File: config.mk
export PLATFORM = sky130hd
export DESIGN_NAME = rtc_bus_arbiter_flat
export DESIGN_NICKNAME = d
export VERILOG_FILES = /design/src/rtl/rtc_bus_pkg.sv /design/src/rtl/rtc_bus_arbiter_if.sv /design/src/rtl/rtc_bus_arbiter_pick.sv /design/src/rtl/rtc_bus_arbiter.sv /design/src/flat_wrapper.sv
export SDC_FILE = /design/constraint.sdc
export NUM_CORES = 1
export LEC_CHECK = 0
export BUFFER_PORTS_ARGS = -buffer_cell sky130_fd_sc_hd__buf_2
export CORE_MARGIN = 3
export CORE_UTILIZATION = 30
export DETAILED_ROUTE_END_ITERATION = 7
export SLEW_MARGIN = 20
export SYNTH_ARGS = -nofsm -noshare
export SYNTH_HDL_FRONTEND = slang
export SYNTH_HIERARCHICAL = 1
export SYNTH_SLANG_ARGS = --single-unit
File: constraint.sdc
create_clock -name clock -period 5.4 [get_ports clock]
set_input_delay 0.54 -clock clock [delete_from_list [all_inputs] [get_ports clock]]
set_output_delay 0.54 -clock clock [all_outputs]
set_load 0.005 [all_outputs]
File: src/rtl/rtc_bus_pkg.sv
// Shared definitions for the RTC bus arbiter: FSM states, RTC register map,
// default strobe timing and the per-phase dwell reload helper.
package rtc_bus_pkg;

  typedef enum logic [2:0] {
    ST_IDLE  = 3'd0,
    ST_A_SU  = 3'd1,
    ST_A_STB = 3'd2,
    ST_A_HLD = 3'd3,
    ST_D_SU  = 3'd4,
    ST_D_STB = 3'd5,
    ST_D_HLD = 3'd6,
    ST_DONE  = 3'd7
  } state_t;

  typedef enum logic [7:0] {
    RTC_SEC    = 8'h20,
    RTC_MIN    = 8'h21,
    RTC_HOUR   = 8'h22,
    RTC_DAY    = 8'h23,
    RTC_DATE   = 8'h24,
    RTC_MONTH  = 8'h25,
    RTC_YEAR   = 8'h26,
    RTC_CTRL   = 8'h27,
    RTC_CHRONO = 8'h28
  } rtc_reg_e;

  localparam int T_SU_DEF  = 2;
  localparam int T_STB_DEF = 4;
  localparam int T_HLD_DEF = 2;
  localparam int CNT_W     = 4;

  // Counter value loaded on entry to a state; the state is left when it reaches zero.
  function automatic logic [CNT_W-1:0] f_phase_load(input state_t s, input int su,
                                                    input int stb, input int hld);
    case (s)
      ST_A_SU,  ST_D_SU:  f_phase_load = CNT_W'(su - 1);
      ST_A_STB, ST_D_STB: f_phase_load = CNT_W'(stb - 1);
      ST_A_HLD, ST_D_HLD: f_phase_load = CNT_W'(hld - 1);
      default:            f_phase_load = {CNT_W{1'b0}};
    endcase
  endfunction

endpackage

File: src/rtl/rtc_bus_arbiter_if.sv
// Requester-side handshake and RTC pin bundle of the bus arbiter.
// The arbiter uses the slave modport; requesters/pin model use master.
interface rtc_bus_arbiter_if #(
  parameter int NREQ = 4
) ();
  logic [NREQ-1:0]   req;
  logic [NREQ-1:0]   we;
  logic [8*NREQ-1:0] addr;
  logic [8*NREQ-1:0] wdata;
  logic [NREQ-1:0]   gnt;
  logic [NREQ-1:0]   done;
  logic [7:0]        rdata;
  logic              busy;
  logic              cs_n;
  logic              rd_n;
  logic              wr_n;
  logic              ad_sel;
  logic [7:0]        ad_out;
  logic              ad_oe;
  logic [7:0]        ad_in;

  modport master (
    output req, we, addr, wdata, ad_in,
    input  gnt, done, rdata, busy, cs_n, rd_n, wr_n, ad_sel, ad_out, ad_oe
  );

  modport slave (
    input  req, we, addr, wdata, ad_in,
    output gnt, done, rdata, busy, cs_n, rd_n, wr_n, ad_sel, ad_out, ad_oe
  );
endinterface

File: src/rtl/rtc_bus_arbiter_pick.sv
// One-hot request picker. Fixed priority (index 0 wins) by default;
// round-robin starting after the last grant when RTC_ARB_ROUND_ROBIN_EN is defined.
module rtc_arb_pick #(
  parameter int NREQ = 4
) (
  input  logic [NREQ-1:0] i_req,
  input  logic [NREQ-1:0] i_last_gnt,
  output logic [NREQ-1:0] o_gnt
);

  // Two's-complement trick isolates the lowest set bit.
  function automatic logic [NREQ-1:0] f_lowest(input logic [NREQ-1:0] v);
    return v & (~v + NREQ'(1));
  endfunction

`ifdef RTC_ARB_ROUND_ROBIN_EN
  logic [NREQ-1:0] w_mask;
  logic [NREQ-1:0] w_masked;

  assign w_mask   = ~(i_last_gnt | (i_last_gnt - NREQ'(1)));
  assign w_masked = i_req & w_mask;
  assign o_gnt    = (|w_masked) ? f_lowest(w_masked) : f_lowest(i_req);
`else
  logic w_unused_last;

  assign w_unused_last = ^i_last_gnt;
  assign o_gnt         = f_lowest(i_req);
`endif

endmodule

File: src/rtl/rtc_bus_arbiter.sv
// RTC multiplexed-bus arbiter: grants one requester, runs a timed address+data
// transaction, returns read data. Arbitration policy set by RTC_ARB_ROUND_ROBIN_EN.
module rtc_bus_arbiter
  import rtc_bus_pkg::*;
#(
  parameter int NREQ  = 4,
  parameter int T_SU  = T_SU_DEF,
  parameter int T_STB = T_STB_DEF,
  parameter int T_HLD = T_HLD_DEF
) (
  input logic              clock,
  input logic              reset,
  rtc_bus_arbiter_if.slave bus
);

  state_t           r_state;
  state_t           w_state_nxt;
  logic [CNT_W-1:0] r_cnt;
  logic [CNT_W-1:0] w_cnt_nxt;
  logic             w_phase_end;
  logic             w_start;

  logic [NREQ-1:0]  w_pick;
  logic [NREQ-1:0]  r_gnt;
  logic [NREQ-1:0]  r_last_gnt;
  logic [NREQ-1:0]  r_done;
  logic             r_busy;

  logic             w_pick_we;
  logic [7:0]       w_pick_addr;
  logic [7:0]       w_pick_wdata;
  logic             r_we;
  logic [7:0]       r_addr;
  logic [7:0]       r_wdata;
  logic             w_cur_we;
  logic [7:0]       w_cur_addr;
  logic [7:0]       w_cur_wdata;
  logic [7:0]       r_rdata;

  logic             w_cs_n, w_rd_n, w_wr_n, w_ad_sel, w_ad_oe;
  logic [7:0]       w_ad_out;
  logic             r_cs_n, r_rd_n, r_wr_n, r_ad_sel, r_ad_oe;
  logic [7:0]       r_ad_out;

  rtc_arb_pick #(.NREQ(NREQ)) u_pick (
    .i_req      (bus.req),
    .i_last_gnt (r_last_gnt),
    .o_gnt      (w_pick)
  );

  assign w_phase_end = (r_cnt == {CNT_W{1'b0}});
  assign w_start     = (r_state == ST_IDLE) && (|bus.req);

  // Operands of the picked requester, selected by its one-hot grant
  always_comb begin
    w_pick_we    = 1'b0;
    w_pick_addr  = 8'h00;
    w_pick_wdata = 8'h00;
    for (int i = 0; i < NREQ; i++) begin
      w_pick_we    = w_pick_we | (bus.we[i] & w_pick[i]);
      w_pick_addr  = w_pick_addr  | (bus.addr[8*i +: 8]  & {8{w_pick[i]}});
      w_pick_wdata = w_pick_wdata | (bus.wdata[8*i +: 8] & {8{w_pick[i]}});
    end
  end

  // Pins are registered from the next state, so the grant edge needs the live operands
  assign w_cur_we    = (r_state == ST_IDLE) ? w_pick_we    : r_we;
  assign w_cur_addr  = (r_state == ST_IDLE) ? w_pick_addr  : r_addr;
  assign w_cur_wdata = (r_state == ST_IDLE) ? w_pick_wdata : r_wdata;

  // Next state and dwell counter
  always_comb begin
    w_state_nxt = r_state;
    case (r_state)
      ST_IDLE:  w_state_nxt = w_start     ? ST_A_SU  : ST_IDLE;
      ST_A_SU:  w_state_nxt = w_phase_end ? ST_A_STB : ST_A_SU;
      ST_A_STB: w_state_nxt = w_phase_end ? ST_A_HLD : ST_A_STB;
      ST_A_HLD: w_state_nxt = w_phase_end ? ST_D_SU  : ST_A_HLD;
      ST_D_SU:  w_state_nxt = w_phase_end ? ST_D_STB : ST_D_SU;
      ST_D_STB: w_state_nxt = w_phase_end ? ST_D_HLD : ST_D_STB;
      ST_D_HLD: w_state_nxt = w_phase_end ? ST_DONE  : ST_D_HLD;
      ST_DONE:  w_state_nxt = ST_IDLE;
      default:  w_state_nxt = ST_IDLE;
    endcase
    if (w_state_nxt != r_state) begin
      w_cnt_nxt = f_phase_load(w_state_nxt, T_SU, T_STB, T_HLD);
    end else begin
      w_cnt_nxt = w_phase_end ? r_cnt : r_cnt - CNT_W'(1);
    end
  end

  // Pin values for the state being entered
  always_comb begin
    w_cs_n   = 1'b1;
    w_rd_n   = 1'b1;
    w_wr_n   = 1'b1;
    w_ad_sel = 1'b0;
    w_ad_oe  = 1'b0;
    w_ad_out = 8'h00;
    case (w_state_nxt)
      ST_A_SU, ST_A_STB, ST_A_HLD: begin
        w_cs_n   = 1'b0;
        w_ad_oe  = 1'b1;
        w_ad_out = w_cur_addr;
        w_wr_n   = (w_state_nxt == ST_A_STB) ? 1'b0 : 1'b1;
      end
      ST_D_SU, ST_D_STB, ST_D_HLD: begin
        w_cs_n   = 1'b0;
        w_ad_sel = 1'b1;
        w_ad_oe  = w_cur_we;
        w_ad_out = w_cur_we ? w_cur_wdata : 8'h00;
        w_wr_n   = !((w_state_nxt == ST_D_STB) && w_cur_we);
        w_rd_n   = !((w_state_nxt == ST_D_STB) && !w_cur_we);
      end
      default: begin
        w_cs_n = 1'b1;
      end
    endcase
  end

  // FSM state register
  always_ff @(posedge clock) begin
    if (reset) begin
      r_state <= ST_IDLE;
      r_cnt   <= {CNT_W{1'b0}};
    end else begin
      r_state <= w_state_nxt;
      r_cnt   <= w_cnt_nxt;
    end
  end

  // Grant, completion and operand latches; pointer starts at NREQ-1 so index 0 wins first
  always_ff @(posedge clock) begin
    if (reset) begin
      r_gnt      <= {NREQ{1'b0}};
      r_last_gnt <= {1'b1, {(NREQ-1){1'b0}}};
      r_done     <= {NREQ{1'b0}};
      r_busy     <= 1'b0;
      r_we       <= 1'b0;
      r_addr     <= 8'h00;
      r_wdata    <= 8'h00;
    end else begin
      r_busy <= (w_state_nxt != ST_IDLE);
      r_done <= (w_state_nxt == ST_DONE) ? r_gnt : {NREQ{1'b0}};
      if (w_start) begin
        r_gnt      <= w_pick;
        r_last_gnt <= w_pick;
        r_we       <= w_pick_we;
        r_addr     <= w_pick_addr;
        r_wdata    <= w_pick_wdata;
      end else if (r_state == ST_DONE) begin
        r_gnt <= {NREQ{1'b0}};
      end
    end
  end

  // RTC pin registers and read capture on the last strobe clock
  always_ff @(posedge clock) begin
    if (reset) begin
      r_cs_n   <= 1'b1;
      r_rd_n   <= 1'b1;
      r_wr_n   <= 1'b1;
      r_ad_sel <= 1'b0;
      r_ad_oe  <= 1'b0;
      r_ad_out <= 8'h00;
      r_rdata  <= 8'h00;
    end else begin
      r_cs_n   <= w_cs_n;
      r_rd_n   <= w_rd_n;
      r_wr_n   <= w_wr_n;
      r_ad_sel <= w_ad_sel;
      r_ad_oe  <= w_ad_oe;
      r_ad_out <= w_ad_out;
      if ((r_state == ST_D_STB) && w_phase_end && !r_we) begin
        r_rdata <= bus.ad_in;
      end
    end
  end

  assign bus.gnt    = r_gnt;
  assign bus.done   = r_done;
  assign bus.busy   = r_busy;
  assign bus.rdata  = r_rdata;
  assign bus.cs_n   = r_cs_n;
  assign bus.rd_n   = r_rd_n;
  assign bus.wr_n   = r_wr_n;
  assign bus.ad_sel = r_ad_sel;
  assign bus.ad_oe  = r_ad_oe;
  assign bus.ad_out = r_ad_out;

endmodule

File: src/flat_wrapper.sv
// flat-port wrapper written by rule: the top's interface ports become plain ports
module rtc_bus_arbiter_flat import rtc_bus_pkg::*;
#(
  parameter int NREQ  = 4,
  parameter int T_SU  = T_SU_DEF,
  parameter int T_STB = T_STB_DEF,
  parameter int T_HLD = T_HLD_DEF
)
  (clock, reset, bus_req, bus_we, bus_addr, bus_wdata, bus_ad_in, bus_gnt, bus_done, bus_rdata, bus_busy, bus_cs_n, bus_rd_n, bus_wr_n, bus_ad_sel, bus_ad_out, bus_ad_oe);
  rtc_bus_arbiter_if #(.NREQ(NREQ)) bus_i ();
  input logic clock;
  input logic reset;
  input wire logic [$bits(bus_i.req)-1:0] bus_req;
  input wire logic [$bits(bus_i.we)-1:0] bus_we;
  input wire logic [$bits(bus_i.addr)-1:0] bus_addr;
  input wire logic [$bits(bus_i.wdata)-1:0] bus_wdata;
  input wire logic [$bits(bus_i.ad_in)-1:0] bus_ad_in;
  output wire logic [$bits(bus_i.gnt)-1:0] bus_gnt;
  output wire logic [$bits(bus_i.done)-1:0] bus_done;
  output wire logic [$bits(bus_i.rdata)-1:0] bus_rdata;
  output wire logic [$bits(bus_i.busy)-1:0] bus_busy;
  output wire logic [$bits(bus_i.cs_n)-1:0] bus_cs_n;
  output wire logic [$bits(bus_i.rd_n)-1:0] bus_rd_n;
  output wire logic [$bits(bus_i.wr_n)-1:0] bus_wr_n;
  output wire logic [$bits(bus_i.ad_sel)-1:0] bus_ad_sel;
  output wire logic [$bits(bus_i.ad_out)-1:0] bus_ad_out;
  output wire logic [$bits(bus_i.ad_oe)-1:0] bus_ad_oe;
  assign bus_i.req = bus_req;
  assign bus_i.we = bus_we;
  assign bus_i.addr = bus_addr;
  assign bus_i.wdata = bus_wdata;
  assign bus_i.ad_in = bus_ad_in;
  assign bus_gnt = bus_i.gnt;
  assign bus_done = bus_i.done;
  assign bus_rdata = bus_i.rdata;
  assign bus_busy = bus_i.busy;
  assign bus_cs_n = bus_i.cs_n;
  assign bus_rd_n = bus_i.rd_n;
  assign bus_wr_n = bus_i.wr_n;
  assign bus_ad_sel = bus_i.ad_sel;
  assign bus_ad_out = bus_i.ad_out;
  assign bus_ad_oe = bus_i.ad_oe;
  rtc_bus_arbiter #(.NREQ(NREQ), .T_SU(T_SU), .T_STB(T_STB), .T_HLD(T_HLD)) u_core (.clock(clock), .reset(reset), .bus(bus_i));
endmodule
==> results.sh <==
export IMPL_drt_total_wl_um=6930
export IMPL_vias=2486
export IMPL_drive_above_1_share_pct=34.2
export IMPL_power_frac_seq_pct=38.8
export IMPL_seq_area_um2=1080
export IMPL_grt_max_degree=44
export IMPL_nets=483
export IMPL_start_util_pct=31.5
export IMPL_path_clk_slew_ns=0.11
export IMPL_syn_num_nets=390
export IMPL_io_buffers=111
export IMPL_holdWs_ns=0.461
export IMPL_rsz0062_at_grt="false"
export IMPL_mostFrequentLayoutCells="111 x buf_2, 54 x dfxtp_1, 43 x nor2_1"
export IMPL_finalSetupTns_ns=0
export IMPL_synth_cells=304
export IMPL_syn_mean_instance_area_um2=8.64
export IMPL_worstSkewPairLatency_ns=0.31
export IMPL_setup_violations_final=0
export IMPL_cts_resized=0
export IMPL_final_hold_violation_count=0
export IMPL_cp_start_kind="primary input"
export IMPL_path_buf_inv=1
export IMPL_ir_drop_mv=0.161
export IMPL_status="completed"
export IMPL_dieArea_um2=9910
export IMPL_hold_path_class="primary input to flip-flop"
export IMPL_grt_overflow_total=0
export IMPL_tritoncts="yes"
export IMPL_cts_setup_buffers=0
export IMPL_postCtsHoldBufs=0
export IMPL_drt_iter0_markers=90
export IMPL_switchingPower_mw=0.590
export IMPL_clock_power_share_pct=18.7
export IMPL_cp_slowest_cell="nor4b_4"
export IMPL_finalCritPeriodShare_pct=50.4
export IMPL_timing_slew_headroom_pct=34.0
export IMPL_fin_crit_ns=2.72
export IMPL_wl_per_cell_um=13.8
export IMPL_area_growth_pct=27.5
export IMPL_end_kind="flip-flop"
export IMPL_final_common_cell="buf_2"
export IMPL_power_leakage_nw=1.55
export IMPL_critical_path_arrival_ns=2.96
export IMPL_synth_area_um2=2630
export IMPL_io_pins=112
export IMPL_combPwrFrac_pct=42.5
export IMPL_cpPeakStageDelay_ns=0.90
export IMPL_cts_sinks=54
export IMPL_cts_path_max_buffers=2
export IMPL_rows=33
export IMPL_cap_viol_max_count=0
export IMPL_drc=0
export IMPL_fillers=875
export IMPL_swShare_pct=39.2
export IMPL_gp_congestion=0.880
export IMPL_ys_warn_count=6
export IMPL_clock_root_buffer="clkbuf_8"
export IMPL_multi_input_area_um2=1410
export IMPL_power_mw=1.51
export IMPL_track_usage_pct=13.9
export IMPL_finalClockSkew_ns=0.00833
export IMPL_core_um2=8340
export IMPL_antenna_found_initial=0
export IMPL_htree_num_levels=2
export IMPL_vias_per_cell=4.94
export IMPL_drv_slew=0
export IMPL_dpl_hpwl_um=5120
export IMPL_critPathTopFamily="simple AND/OR/NAND/NOR gates"
export IMPL_cellPowerDensity_nw_per_um2=450
export IMPL_worstPathMaxFanout=22
export IMPL_timing_fmax_mhz=368
export IMPL_internal_power_mw=0.917
export IMPL_postRouteAntennaNets=0
export IMPL_dieHeight_um=99.6
export IMPL_fp_dieW_um=99.6
export IMPL_first_global_vias=2504
export IMPL_critPathKind="primary input to flip-flop"
export IMPL_cts_made_buffers=5
export IMPL_grt_pass1_wl_um=11400
export IMPL_worstMarginPinSlew_ns=0.986
export IMPL_firstDrtPassIters=4
export IMPL_worstPathRequired_ns=5.64
export IMPL_antenna_cells=0
export IMPL_path_cells="buf_2 > nor4b_4 > a221oi_1 > a21o_1 > or3_1 > o22ai_2"
power by group through the flow:
| stage | logic (mW) | registers [mW] | clock network (mW) |
|---|---|---|---|
| 2_1_floorplan | 0.481 | 0.569 | 0 |
| 3_3_place_gp | 0.617 | 0.594 | 0 |
| 3_5_place_dp | 0.632 | 0.593 | 0 |
| 4_1_cts | 0.637 | 0.585 | 0.290 |
| 5_1_grt | 0.734 | 0.601 | 0.305 |
| 6_report | 0.641 | 0.585 | 0.282 |
final cells by class:
| class | count | share of cell area (%) |
|---|---|---|
| clock inverter | 3 | 1.42 |
| sequential | 54 | 32.3 |
| inverter | 5 | 0.561 |
| tap | 105 | 3.92 |
| multi-input combinational | 216 | 42.2 |
| timing repair buffer | 115 | 17.6 |
| clock buffer | 5 | 2.06 |
worst paths after layout:
path,from,to,slack (ns),cells after the start
max,bus_req[0],u_core/bus.ad_out[6]$_SDFF_PP0_,2.68,6
min,bus_ad_in[4],u_core/bus.rdata[4]$_SDFFE_PP0P_,0.46,3
max reg2reg,u_core/r_cnt[0]$_SDFFE_PP0P_,u_core/bus.ad_out[6]$_SDFF_PP0_,2.70,10
min reg2reg,u_core/bus.gnt[1]$_SDFFE_PP0P_,u_core/bus.gnt[1]$_SDFFE_PP0P_,0.48,2
worst register-to-register path, cell delays in order (launching register included):
cell and delay (ns):
dfxtp_1 0.33, inv_1 0.07, ha_1 0.21, nor3b_2 0.59
nor2_1 0.10, a21oi_1 0.13, o21ai_0 0.15, ha_1 0.26
nor2b_1 0.19, or3_1 0.40, o22ai_2 0.15
metal layers:
| layer | track usage (%) | up-vias | routed length (um) |
|---|---|---|---|
| met2 | 25.0 | 62 | 3490 |
| met3 | 3.30 | 11 | 335 |
| met5 | 0 | - | 0 |
| met1 | 16.6 | 1122 | 2980 |
| li1 | - | 1291 | - |
| met4 | 3.36 | 0 | 122 |
flip-flops by register name, indices dropped and copies added (netlist names), 3 cells and up:
register           cells
u_core/bus.gnt         4
u_core/r_cnt           4
u_core/r_wdata         8
u_core/bus.ad_out      8
u_core/bus.rdata       8
u_core/r_state         3
u_core/r_addr          8
u_core/bus.done        4
metrics by stage:
stage                     worst slack (ns)  cell area [um^2]  cells  utilization, %
final                                 2.68              3350    503            40.1
after global routing                  2.37              3350    503            40.1
after CTS                             2.68              3340    502            40.0
after detailed placement              2.37              3220    494            38.6
after global placement                2.39              3220    494            38.6
after floorplan                       3.12              2630    304               -
(Power assumes the default switching activity.)
